**config.mk**
```make
export PLATFORM = sky130hd
export DESIGN_NAME = stepper_seq_driver_flat
export DESIGN_NICKNAME = d
export VERILOG_FILES = /design/src/rtl/stepper_seq_driver_if.sv /design/src/rtl/stepper_seq_driver.sv /design/src/flat_wrapper.sv
export SDC_FILE = /design/constraint.sdc
export NUM_CORES = 1
export LEC_CHECK = 0
export BUFFER_PORTS_ARGS = -buffer_cell sky130_fd_sc_hd__buf_2
export CAP_MARGIN = 10
export CORE_MARGIN = 3
export CORE_UTILIZATION = 61
export CTS_CLUSTER_DIAMETER = 200
export DETAILED_ROUTE_END_ITERATION = 7
export PLACE_DENSITY_LB_ADDON = 0.25
export SYNTH_ARGS = -nofsm -noshare
export SYNTH_HDL_FRONTEND = slang
export SYNTH_SLANG_ARGS = --single-unit
```
**constraint.sdc**
```tcl
create_clock -name clk -period 3.8 [get_ports clk]
set_input_delay 0.76 -clock clk [delete_from_list [all_inputs] [get_ports clk]]
set_output_delay 0.76 -clock clk [all_outputs]
set_load 0.01 [all_outputs]
```
**src/rtl/stepper_seq_driver_if.sv**
```systemverilog
// Controller <-> stepper driver bundle: move request, status and coil drive.
// Latency: n/a (wires only); all driver-side outputs are registered in the driver.
// Backpressure: none; start_i is only honoured while the driver is idle.
// Ports: start_i/steps_i/dir_i/half_i/abort_i from the controller (master),
//        busy_o/done_o/remaining_o/signal_o back from the driver (slave).
interface stepper_seq_driver_if #(
    parameter int STEPS_W = 16
);
    logic               start_i;
    logic [STEPS_W-1:0] steps_i;
    logic               dir_i;
    logic               half_i;
    logic               abort_i;
    logic               busy_o;
    logic               done_o;
    logic [STEPS_W-1:0] remaining_o;
    logic [3:0]         signal_o;

    modport master (
        output start_i, steps_i, dir_i, half_i, abort_i,
        input  busy_o, done_o, remaining_o, signal_o
    );

    modport slave (
        input  start_i, steps_i, dir_i, half_i, abort_i,
        output busy_o, done_o, remaining_o, signal_o
    );
endinterface

```
**src/rtl/stepper_seq_driver.sv**
```systemverilog
// 4-coil stepper sequencer: moves N full/half steps in either direction, one step per STEP_DIV clocks.
// Latency: start -> busy/coils one cycle; N-step move busy for N*STEP_DIV cycles, then one done cycle.
// Backpressure: start_i sampled only in IDLE; abort_i ends a move in RUN on the next cycle.
// Ports: clk, rst_n (async, active low); bus = stepper_seq_driver_if.slave
//        (start/steps/dir/half/abort in; busy/done/remaining/signal out, all registered).
module stepper_seq_driver #(
    parameter int STEPS_W  = 16,
    parameter int STEP_DIV = 10000,
    parameter bit HOLD_EN  = 1'b0
) (
    input logic                 clk,
    input logic                 rst_n,
    stepper_seq_driver_if.slave bus
);
    localparam int DIV_W = $clog2(STEP_DIV);
    localparam logic [DIV_W-1:0] DIV_LAST = DIV_W'(STEP_DIV - 1);

    typedef enum logic [1:0] {
        S_IDLE,
        S_RUN,
        S_DONE
    } state_t;

    state_t             state;
    logic [2:0]         ph;
    logic [DIV_W-1:0]   div_cnt;
    logic               dir_q;
    logic               half_q;
    logic [STEPS_W-1:0] remaining;
    logic               busy;
    logic               done;
    logic [3:0]         sig;

    logic [2:0]         ph_step;
    logic [2:0]         ph_stepped;

    function automatic logic [3:0] coil(input logic [2:0] idx);
        logic [3:0] c;
        case (idx)
            3'd0:    c = 4'b1000;
            3'd1:    c = 4'b1100;
            3'd2:    c = 4'b0100;
            3'd3:    c = 4'b0110;
            3'd4:    c = 4'b0010;
            3'd5:    c = 4'b0011;
            3'd6:    c = 4'b0001;
            default: c = 4'b1001;
        endcase
        return c;
    endfunction

    // Coil pattern while not running: hold the phase or release all coils.
    function automatic logic [3:0] rest_sig(input logic [2:0] idx);
        return HOLD_EN ? coil(idx) : 4'b0000;
    endfunction

    // 3-bit arithmetic gives the mod-8 wrap for free in both directions.
    always_comb begin
        ph_step    = half_q ? 3'd1 : 3'd2;
        ph_stepped = dir_q ? (ph + ph_step) : (ph - ph_step);
    end

    always_ff @(posedge clk or negedge rst_n) begin
        if (!rst_n) begin
            state     <= S_IDLE;
            ph        <= 3'd0;
            div_cnt   <= '0;
            dir_q     <= 1'b0;
            half_q    <= 1'b0;
            remaining <= '0;
            busy      <= 1'b0;
            done      <= 1'b0;
            sig       <= 4'b0000;
        end else begin
            case (state)
                S_IDLE: begin
                    busy <= 1'b0;
                    done <= 1'b0;
                    sig  <= rest_sig(ph);
                    if (bus.start_i) begin
                        dir_q     <= bus.dir_i;
                        half_q    <= bus.half_i;
                        remaining <= bus.steps_i;
                        div_cnt   <= '0;
                        if (bus.steps_i != '0) begin
                            state <= S_RUN;
                            busy  <= 1'b1;
                            sig   <= coil(ph);
                        end else begin
                            // Zero-length move still reports completion.
                            state <= S_DONE;
                            done  <= 1'b1;
                        end
                    end
                end
                S_RUN: begin
                    if (bus.abort_i) begin
                        // Abort beats a coincident step boundary: no advance, count frozen.
                        state <= S_DONE;
                        busy  <= 1'b0;
                        done  <= 1'b1;
                        sig   <= rest_sig(ph);
                    end else if (div_cnt == DIV_LAST) begin
                        div_cnt   <= '0;
                        ph        <= ph_stepped;
                        remaining <= remaining - STEPS_W'(1);
                        if (remaining == STEPS_W'(1)) begin
                            state <= S_DONE;
                            busy  <= 1'b0;
                            done  <= 1'b1;
                            sig   <= rest_sig(ph_stepped);
                        end else begin
                            sig <= coil(ph_stepped);
                        end
                    end else begin
                        div_cnt <= div_cnt + DIV_W'(1);
                    end
                end
                S_DONE: begin
                    state <= S_IDLE;
                    done  <= 1'b0;
                    sig   <= rest_sig(ph);
                end
                default: begin
                    state <= S_IDLE;
                    busy  <= 1'b0;
                    done  <= 1'b0;
                    sig   <= rest_sig(ph);
                end
            endcase
        end
    end

    assign bus.busy_o      = busy;
    assign bus.done_o      = done;
    assign bus.remaining_o = remaining;
    assign bus.signal_o    = sig;
endmodule

```
**src/flat_wrapper.sv**
```systemverilog
// flat-port wrapper written by rule: the top's interface ports become plain ports
module stepper_seq_driver_flat 
#(
    parameter int STEPS_W  = 16,
    parameter int STEP_DIV = 10000,
    parameter bit HOLD_EN  = 1'b0
)
  (clk, rst_n, bus_start_i, bus_steps_i, bus_dir_i, bus_half_i, bus_abort_i, bus_busy_o, bus_done_o, bus_remaining_o, bus_signal_o);
  stepper_seq_driver_if #(.STEPS_W(STEPS_W)) bus_i ();
  input logic clk;
  input logic rst_n;
  input wire logic [$bits(bus_i.start_i)-1:0] bus_start_i;
  input wire logic [$bits(bus_i.steps_i)-1:0] bus_steps_i;
  input wire logic [$bits(bus_i.dir_i)-1:0] bus_dir_i;
  input wire logic [$bits(bus_i.half_i)-1:0] bus_half_i;
  input wire logic [$bits(bus_i.abort_i)-1:0] bus_abort_i;
  output wire logic [$bits(bus_i.busy_o)-1:0] bus_busy_o;
  output wire logic [$bits(bus_i.done_o)-1:0] bus_done_o;
  output wire logic [$bits(bus_i.remaining_o)-1:0] bus_remaining_o;
  output wire logic [$bits(bus_i.signal_o)-1:0] bus_signal_o;
  assign bus_i.start_i = bus_start_i;
  assign bus_i.steps_i = bus_steps_i;
  assign bus_i.dir_i = bus_dir_i;
  assign bus_i.half_i = bus_half_i;
  assign bus_i.abort_i = bus_abort_i;
  assign bus_busy_o = bus_i.busy_o;
  assign bus_done_o = bus_i.done_o;
  assign bus_remaining_o = bus_i.remaining_o;
  assign bus_signal_o = bus_i.signal_o;
  stepper_seq_driver #(.STEPS_W(STEPS_W), .STEP_DIV(STEP_DIV), .HOLD_EN(HOLD_EN)) u_core (.clk(clk), .rst_n(rst_n), .bus(bus_i));
endmodule
```
==> results of run 1 <==
==> cell usage after synthesis, types with 3 or more instances <==
library cell / count
nor3b_1: 5
a2bb2oi_1: 3
or4_1: 4
o22ai_1: 5
ha_1: 4
o21ai_0: 21
nor4_1: 17
nand2b_1: 5
a31oi_1: 12
mux2_2: 6
buf_1: 3
nand4_1: 12
nand2_1: 22
a21oi_1: 18
o2bb2ai_1: 3
or2_2: 3
o31ai_1: 8
nor3_1: 5
nor2b_1: 3
inv_1: 10
a22oi_1: 3
buf_2: 3
clkbuf_1: 11
a211oi_1: 4
xnor2_1: 3
dfrtp_1: 43
nor2_1: 16
o21ai_1: 3
nand3_1: 16
a21o_1: 3
mux2i_1: 3
a41oi_1: 6
==> final cells by class <==
cell class	instances	area, um^2
clock buffers	6	72.6
clock inverters	1	30.0
fillers	360	1250
inverters	10	37.5
multi-input cells	243	1610
flip-flops and latches	43	1080
well taps	52	65.1
repair buffers	46	238
==> registers in the layout, summed over array words and instances, names as in the netlist <==
name and flops:
u_core.bus.remaining_o 16, u_core.bus.signal_o 4, u_core.bus.done_o 1, u_core.ph 3, u_core.half_q 1, u_core.dir_q 1, u_core.bus.busy_o 1, u_core.div_cnt 14
u_core.state 2
==> logic make-up after synthesis <==
group                      Yosys count
xor gates and xnor gates             4
DFF                                 43
adders and majority gates            5
muxes                                9
AOI/OAI and AO/OA                  102
buffers and inverters               28
and+or+nand+nor                    123
==> power by group through the flow <==
| stage | Clock, mW | Sequential (mW) | Combinational [mW] |
|---|---|---|---|
| after global placement | 0 | 0.825 | 1.03 |
| after floorplan | 0 | 0.791 | 0.747 |
| final | 0.350 | 0.839 | 1.08 |
| after global routing | 0.367 | 0.860 | 1.19 |
| after detailed placement | 0 | 0.830 | 1.05 |
| after CTS | 0.352 | 0.825 | 1.06 |
==> routing by layer <==
layer / wire, um / track usage / vias up
met1: 3410 / 0.429 / 1273
met5: 0 / 0 / -
met4: 118 / 0.113 / 0
li1: - / - / 1298
met2: 3580 / 0.433 / 147
met3: 649 / 0.0657 / 11
==> metrics by stage <==
| stage | total power [mW] | setup WS (ps) |
|---|---|---|
| 2_1_floorplan | 1.54 | 1780 |
| 3_3_place_gp | 1.85 | 1310 |
| 3_5_place_dp | 1.88 | 1230 |
| 4_1_cts | 2.24 | 1180 |
| 5_1_grt | 2.41 | 978 |
| 6_report | 2.27 | 1110 |
==> critical path, stage by stage (launching register included) <==
cell       delay, ps
dfrtp_1          440
ha_1             270
and3_1           250
a41oi_1          910
nor2_1           460
a2bb2oi_1        260
==> worst max path at each step <==
stage,cells past startpoint,endpoint,slack [ps],start
6_report,5,u_core.bus.remaining_o[10]$_DFFE_PN0P_,1110,u_core.div_cnt[0]$_DFFE_PN0P_
5_1_grt,5,u_core.bus.remaining_o[4]$_DFFE_PN0P_,980,u_core.div_cnt[0]$_DFFE_PN0P_
4_1_cts,5,u_core.bus.remaining_o[4]$_DFFE_PN0P_,1180,u_core.div_cnt[0]$_DFFE_PN0P_
3_5_place_dp,5,u_core.bus.remaining_o[4]$_DFFE_PN0P_,1230,u_core.div_cnt[0]$_DFFE_PN0P_
3_3_place_gp,5,u_core.bus.remaining_o[6]$_DFFE_PN0P_,1310,u_core.div_cnt[0]$_DFFE_PN0P_
2_1_floorplan,6,u_core.bus.signal_o[3]$_DFFE_PN0N_,1780,u_core.div_cnt[11]$_DFFE_PN0P_
==> results.py, run 1 <==
metrics = {
    "setup_path": {
        "r2r_end": "u_core.bus.remaining_o[10]$_DFFE_PN0P_",
        "worstSetupEndpointType": "flip-flop",
        "worstPathArrival_ps": 2900,
        "cp-start-kind": "flip-flop",
        "worstPathRequired_ps": 4020,
        "crit_type": "flip-flop to flip-flop",
        "r2r_cells": 5,
        "critPathMaxFanout": 12,
        "ff2ff_setup_slack_ps": 1110,
        "timing.rr.start": "u_core.div_cnt[0]$_DFFE_PN0P_",
    },
    "power_and_ir_drop": {
        "seq_power_share": 0.370,
        "p_leak_nw": 1.27,
        "comb_power_share": 0.476,
        "sw_frac_of_total": 0.456,
        "irDropWorstVdd_mv": 0.498,
        "p_clk_frac": 0.154,
        "power.internal_mw": 1.23,
        "switchingPower_mw": 1.03,
        "power.density_mw_per_mm2": 724,
    },
    "timing": {
        "fmax_mhz": 372,
        "hold_ws_ps": 493,
        "min_period_ps": 2690,
        "rsz0062_at_grt": "no",
        "final_max_slew_viol_count": 0,
        "setup_viol": 0,
        "fin_tns_setup_ps": 0,
        "period_share": 0.707,
        "worst_pin_slew_ps": 1130,
        "hold_viol": 0,
        "relSlewSlack": 0.238,
        "finClkSkew_ps": 10.9,
    },
    "clock_network": {
        "ctsResizeCount": 0,
        "cts_max_path_buffers": 2,
        "worstSkewPairLatency_ps": 300,
        "post_cts_buffers": 0,
        "cts_root_buf": "clkbuf_8",
        "clk_pin_slew_ps": 90,
        "cts_buffers": 5,
        "h-tree-depth": 2,
        "clkSinkCount": 43,
        "holdBufCountCts": 0,
        "cts_tree": "done",
    },
    "global_routing": {
        "antenna_found_initial": 0,
        "grt_pass1_wl_um": 12600,
        "grt_max_degree": 44,
        "grt.total_usage": 0.297,
        "gr-total-overflow": 0,
        "first_global_vias": 2648,
    },
    "placed_design": {
        "gp_congestion": 0.927,
        "place_inst": 394,
        "place_area_mm2": 0.00303,
        "hpwl_um": 5470,
        "port-buffer-count": 43,
    },
    "synth": {
        "synthXorXnorAreaFrac": 0.0174,
        "ys_types": 55,
        "synth-compound-area-share": 0.252,
        "syn_area_per_cell_um2": 8.94,
        "syn_nets": 341,
        "ys_ff_latch": 43,
        "synth_top_family_by_area": "compound AO/OA/AOI/OAI gates",
        "synth_top_area_frac": 0.383,
        "synth.area.top_cells": "dfrtp_1 (38%), nor4_1 (3.8%), o21ai_0 (3.7%)",
        "synth_ff_type": "dfrtp_1",
        "synthCells": 314,
        "yosys.area_share.simple": 0.246,
        "synthMuxAreaShare": 0.0348,
        "async_flop_share": 1.00,
        "synth_warnings": 0,
        "synth_fa_ha_area_frac": 0.0250,
        "mappedNetlistArea_mm2": 0.00281,
        "yosys.area.top_type": "dfrtp_1",
        "seq_area_frac_synth": 0.383,
        "synth_edf_count": 0,
    },
    "cells_and_area": {
        "fin_area_mm2": 0.00313,
        "diodes": 0,
        "drive_gt1_frac": 0.195,
        "layout_common_cells": "buf_2 (43), dfrtp_1 (43), nand2_1 (22)",
        "final_util": 0.715,
        "stdcell_count": 401,
        "final_nets": 376,
        "area_growth_pct": 11.6,
    },
    "routing": {
        "drc": 0,
        "dr.pass1.iters": 5,
        "via_per_inst": 6.81,
        "wl_per_cell_um": 19.3,
        "ant_nets": 0,
        "drtIter0Drc": 437,
        "vias": 2729,
        "routed_wl_um": 7760,
    },
    "floorplanning": {
        "die-area_mm2": 0.00545,
        "start_util": 0.640,
        "die_w_um": 73.8,
        "coreArea_mm2": 0.00438,
        "fp.dieH_um": 73.8,
        "ios": 44,
        "rows": 24,
    },
    "run_status": {
        "status": "finished clean",
    },
    "job": {
        "max-cap-violations": 0,
    },
    "worst_hold_path": {
        "hold_start": "u_core.bus.done_o$_DFFE_PN0P_",
        "min_to": "u_core.bus.done_o$_DFFE_PN0P_",
        "hold_depth": 1,
        "worstHoldPathType": "flip-flop to flip-flop",
    },
}
(Power assumes the default switching activity.)
==> inputs of run 2 (changes only) <==
Settings changed: ABC_AREA from default to 1, CORE_UTILIZATION 61 to 57.
Clock period 3.8 ns to 2.5 ns, I/O delays scaled along.
==> results.py, run 2 <==
metrics = {
    "run_status": {
        "status": "finished clean",
    },
    "floorplanning": {
        "ios": 44,
        "fp.dieH_um": 75.8,
        "rows": 24,
        "start_util": 0.613,
        "die-area_mm2": 0.00575,
        "coreArea_mm2": 0.00453,
        "die_w_um": 75.8,
    },
    "timing": {
        "min_period_ps": 1880,
        "rsz0062_at_grt": "no",
        "fin_tns_setup_ps": 0,
        "finClkSkew_ps": 13.3,
        "period_share": 0.751,
        "relSlewSlack": 0.740,
        "setup_viol": 0,
        "fmax_mhz": 532,
        "worst_pin_slew_ps": 389,
        "final_max_slew_viol_count": 0,
        "hold_viol": 0,
    },
    "synth": {
        "synthCells": 408,
        "synth_top_area_frac": 0.387,
        "syn_nets": 435,
        "synth_edf_count": 0,
        "synth_ff_type": "dfrtp_1",
        "synth_warnings": 0,
        "ys_types": 27,
        "synth.area.top_cells": "dfrtp_1 (39%), nand2_1 (20%), nor2_1 (8.1%)",
        "ys_ff_latch": 43,
        "mappedNetlistArea_mm2": 0.00278,
        "synth.most_common_cell": "nand2_1",
        "seq_area_frac_synth": 0.387,
        "ys_top_cells_by_count": "nand2_1 (147), nor2_1 (60), dfrtp_1 (43), inv_1 (37), o21ai_0 (30)",
        "async_flop_share": 1.00,
        "yosys.area.top_type": "dfrtp_1",
        "syn_area_per_cell_um2": 6.81,
    },
    "global_routing": {
        "grt_pass1_wl_um": 10500,
        "first_global_vias": 2337,
        "antenna_found_initial": 0,
        "grt_max_degree": 22,
        "grt.total_usage": 0.240,
        "gr-total-overflow": 0,
    },
    "cells_and_area": {
        "multiInputGateArea_mm2": 0.00149,
        "final_common_cell": "nand2_1",
        "area_growth_pct": 12.3,
        "diodes": 0,
        "n_fill_cell": 395,
        "layout_common_cells": "nand2_1 (147), nor2_1 (60), buf_2 (43), dfrtp_1 (43), inv_1 (37)",
        "largest_reg_flops": 16,
        "seqCellArea_mm2": 0.00108,
        "final_nets": 480,
        "drive_gt1_frac": 0.154,
    },
    "placed_design": {
        "port-buffer-count": 43,
        "hpwl_um": 4840,
        "gp_congestion": 0.916,
    },
    "setup_path": {
        "ff2ff_setup_slack_ps": 620,
        "timing.rr.start": "u_core.div_cnt[0]$_DFFE_PN0P_",
        "worstPathArrival_ps": 2080,
        "critPathMaxFanout": 11,
        "cp-start-kind": "flip-flop",
        "r2r_end": "u_core.div_cnt[13]$_DFFE_PN0P_",
        "r2r_cells": 8,
        "crit_type": "flip-flop to flip-flop",
        "worstSetupEndpointType": "flip-flop",
        "worstPathRequired_ps": 2710,
    },
    "clock_network": {
        "worstSkewPairLatency_ps": 310,
        "clk_pin_slew_ps": 90,
        "ctsResizeCount": 0,
        "post_cts_buffers": 0,
        "cts_root_buf": "clkbuf_8",
        "cts_max_path_buffers": 2,
        "cts_buffers": 5,
        "clkSinkCount": 43,
        "cts_tree": "done",
        "h-tree-depth": 2,
        "holdBufCountCts": 0,
    },
    "power_and_ir_drop": {
        "total_power_mw": 3.23,
        "p_leak_nw": 1.63,
        "power.density_mw_per_mm2": 1040,
        "irDropWorstVdd_mv": 0.499,
    },
    "routing": {
        "wl_per_cell_um": 12.5,
        "via_per_inst": 5.13,
        "vias": 2665,
        "dr.pass1.iters": 5,
        "drtIter0Drc": 143,
        "ant_nets": 0,
        "drc": 0,
        "routed_wl_um": 6490,
    },
    "job": {
        "max-cap-violations": 0,
    },
    "worst_hold_path": {
        "worstHoldPathType": "primary input to async pin",
    },
}
## run 2: how the worst max path moves through the flow
stage                     cells after the start                                 end                     startpoint
after global placement                        8      u_core.div_cnt[13]$_DFFE_PN0P_  u_core.div_cnt[0]$_DFFE_PN0P_
after floorplan                              10  u_core.bus.signal_o[1]$_DFFE_PN0N_       u_core.ph[0]$_DFFE_PN0P_
final                                         8      u_core.div_cnt[13]$_DFFE_PN0P_  u_core.div_cnt[0]$_DFFE_PN0P_
after detailed placement                      8      u_core.div_cnt[13]$_DFFE_PN0P_  u_core.div_cnt[0]$_DFFE_PN0P_
after CTS                                     8      u_core.div_cnt[13]$_DFFE_PN0P_  u_core.div_cnt[0]$_DFFE_PN0P_
after global routing                          8      u_core.div_cnt[13]$_DFFE_PN0P_  u_core.div_cnt[0]$_DFFE_PN0P_
## run 2: through the flow
| stage | utilization | cell area (um^2) | worst slack, ps | hold WS, ps | instances |
|---|---|---|---|---|---|
| after floorplan | - | 2780 | 952 | 204 | 408 |
| after global placement | 0.669 | 3040 | 668 | 413 | 511 |
| after detailed placement | 0.669 | 3040 | 623 | 419 | 511 |
| after CTS | 0.688 | 3120 | 622 | 79.5 | 519 |
| after global routing | 0.688 | 3120 | 344 | 82.5 | 519 |
| final | 0.688 | 3120 | 622 | 70.7 | 519 |
## run 2: cell families (layout without fill, tap and decap cells)
family | Yosys count | in the layout | share of synthesized area
flops | 43 | 43 | 0.387
compound gates | 41 | 41 | 0.0765
fa+ha+maj | 5 | 5 | 0.0252
simple gates | 257 | 257 | 0.392
buf+inv | 49 | 95 | 0.0779
xor+xnor | 13 | 13 | 0.0410
## run 2: where the power goes
group | leakage, nW | switching [mW] | internal [mW]
combinational | 1.02 | 1.07 | 0.549
clock | 0.0412 | 0.261 | 0.196
sequential | 0.563 | 0.243 | 0.914
## run 2: area by class of cell
class	instances	area share
Clock buffer	6	0.0233
Clock inverter	2	0.00401
Inverter	41	0.0493
Multi-Input combinational cell	316	0.476
Sequential cell	43	0.345
Tap cell	65	0.0261
Timing Repair Buffer	46	0.0762
## run 2: critical path, cell delays in order (launching register included)
cell and delay [ps]:
dfrtp_1 390, ha_1 210, nand3_1 130, nor3_1 260
nand2_1 90, nand2_1 310, inv_1 200, nand3_1 120
o21ai_0 80
## run 2: per-layer routing
metal | share of wire | track usage | up-vias
li1 | - | - | 1363
met1 | 0.46 | 0.316 | 1220
met2 | 0.48 | 0.404 | 72
met3 | 0.048 | 0.0435 | 10
met4 | 0.014 | 0.0699 | 0
met5 | 0 | 0 | -
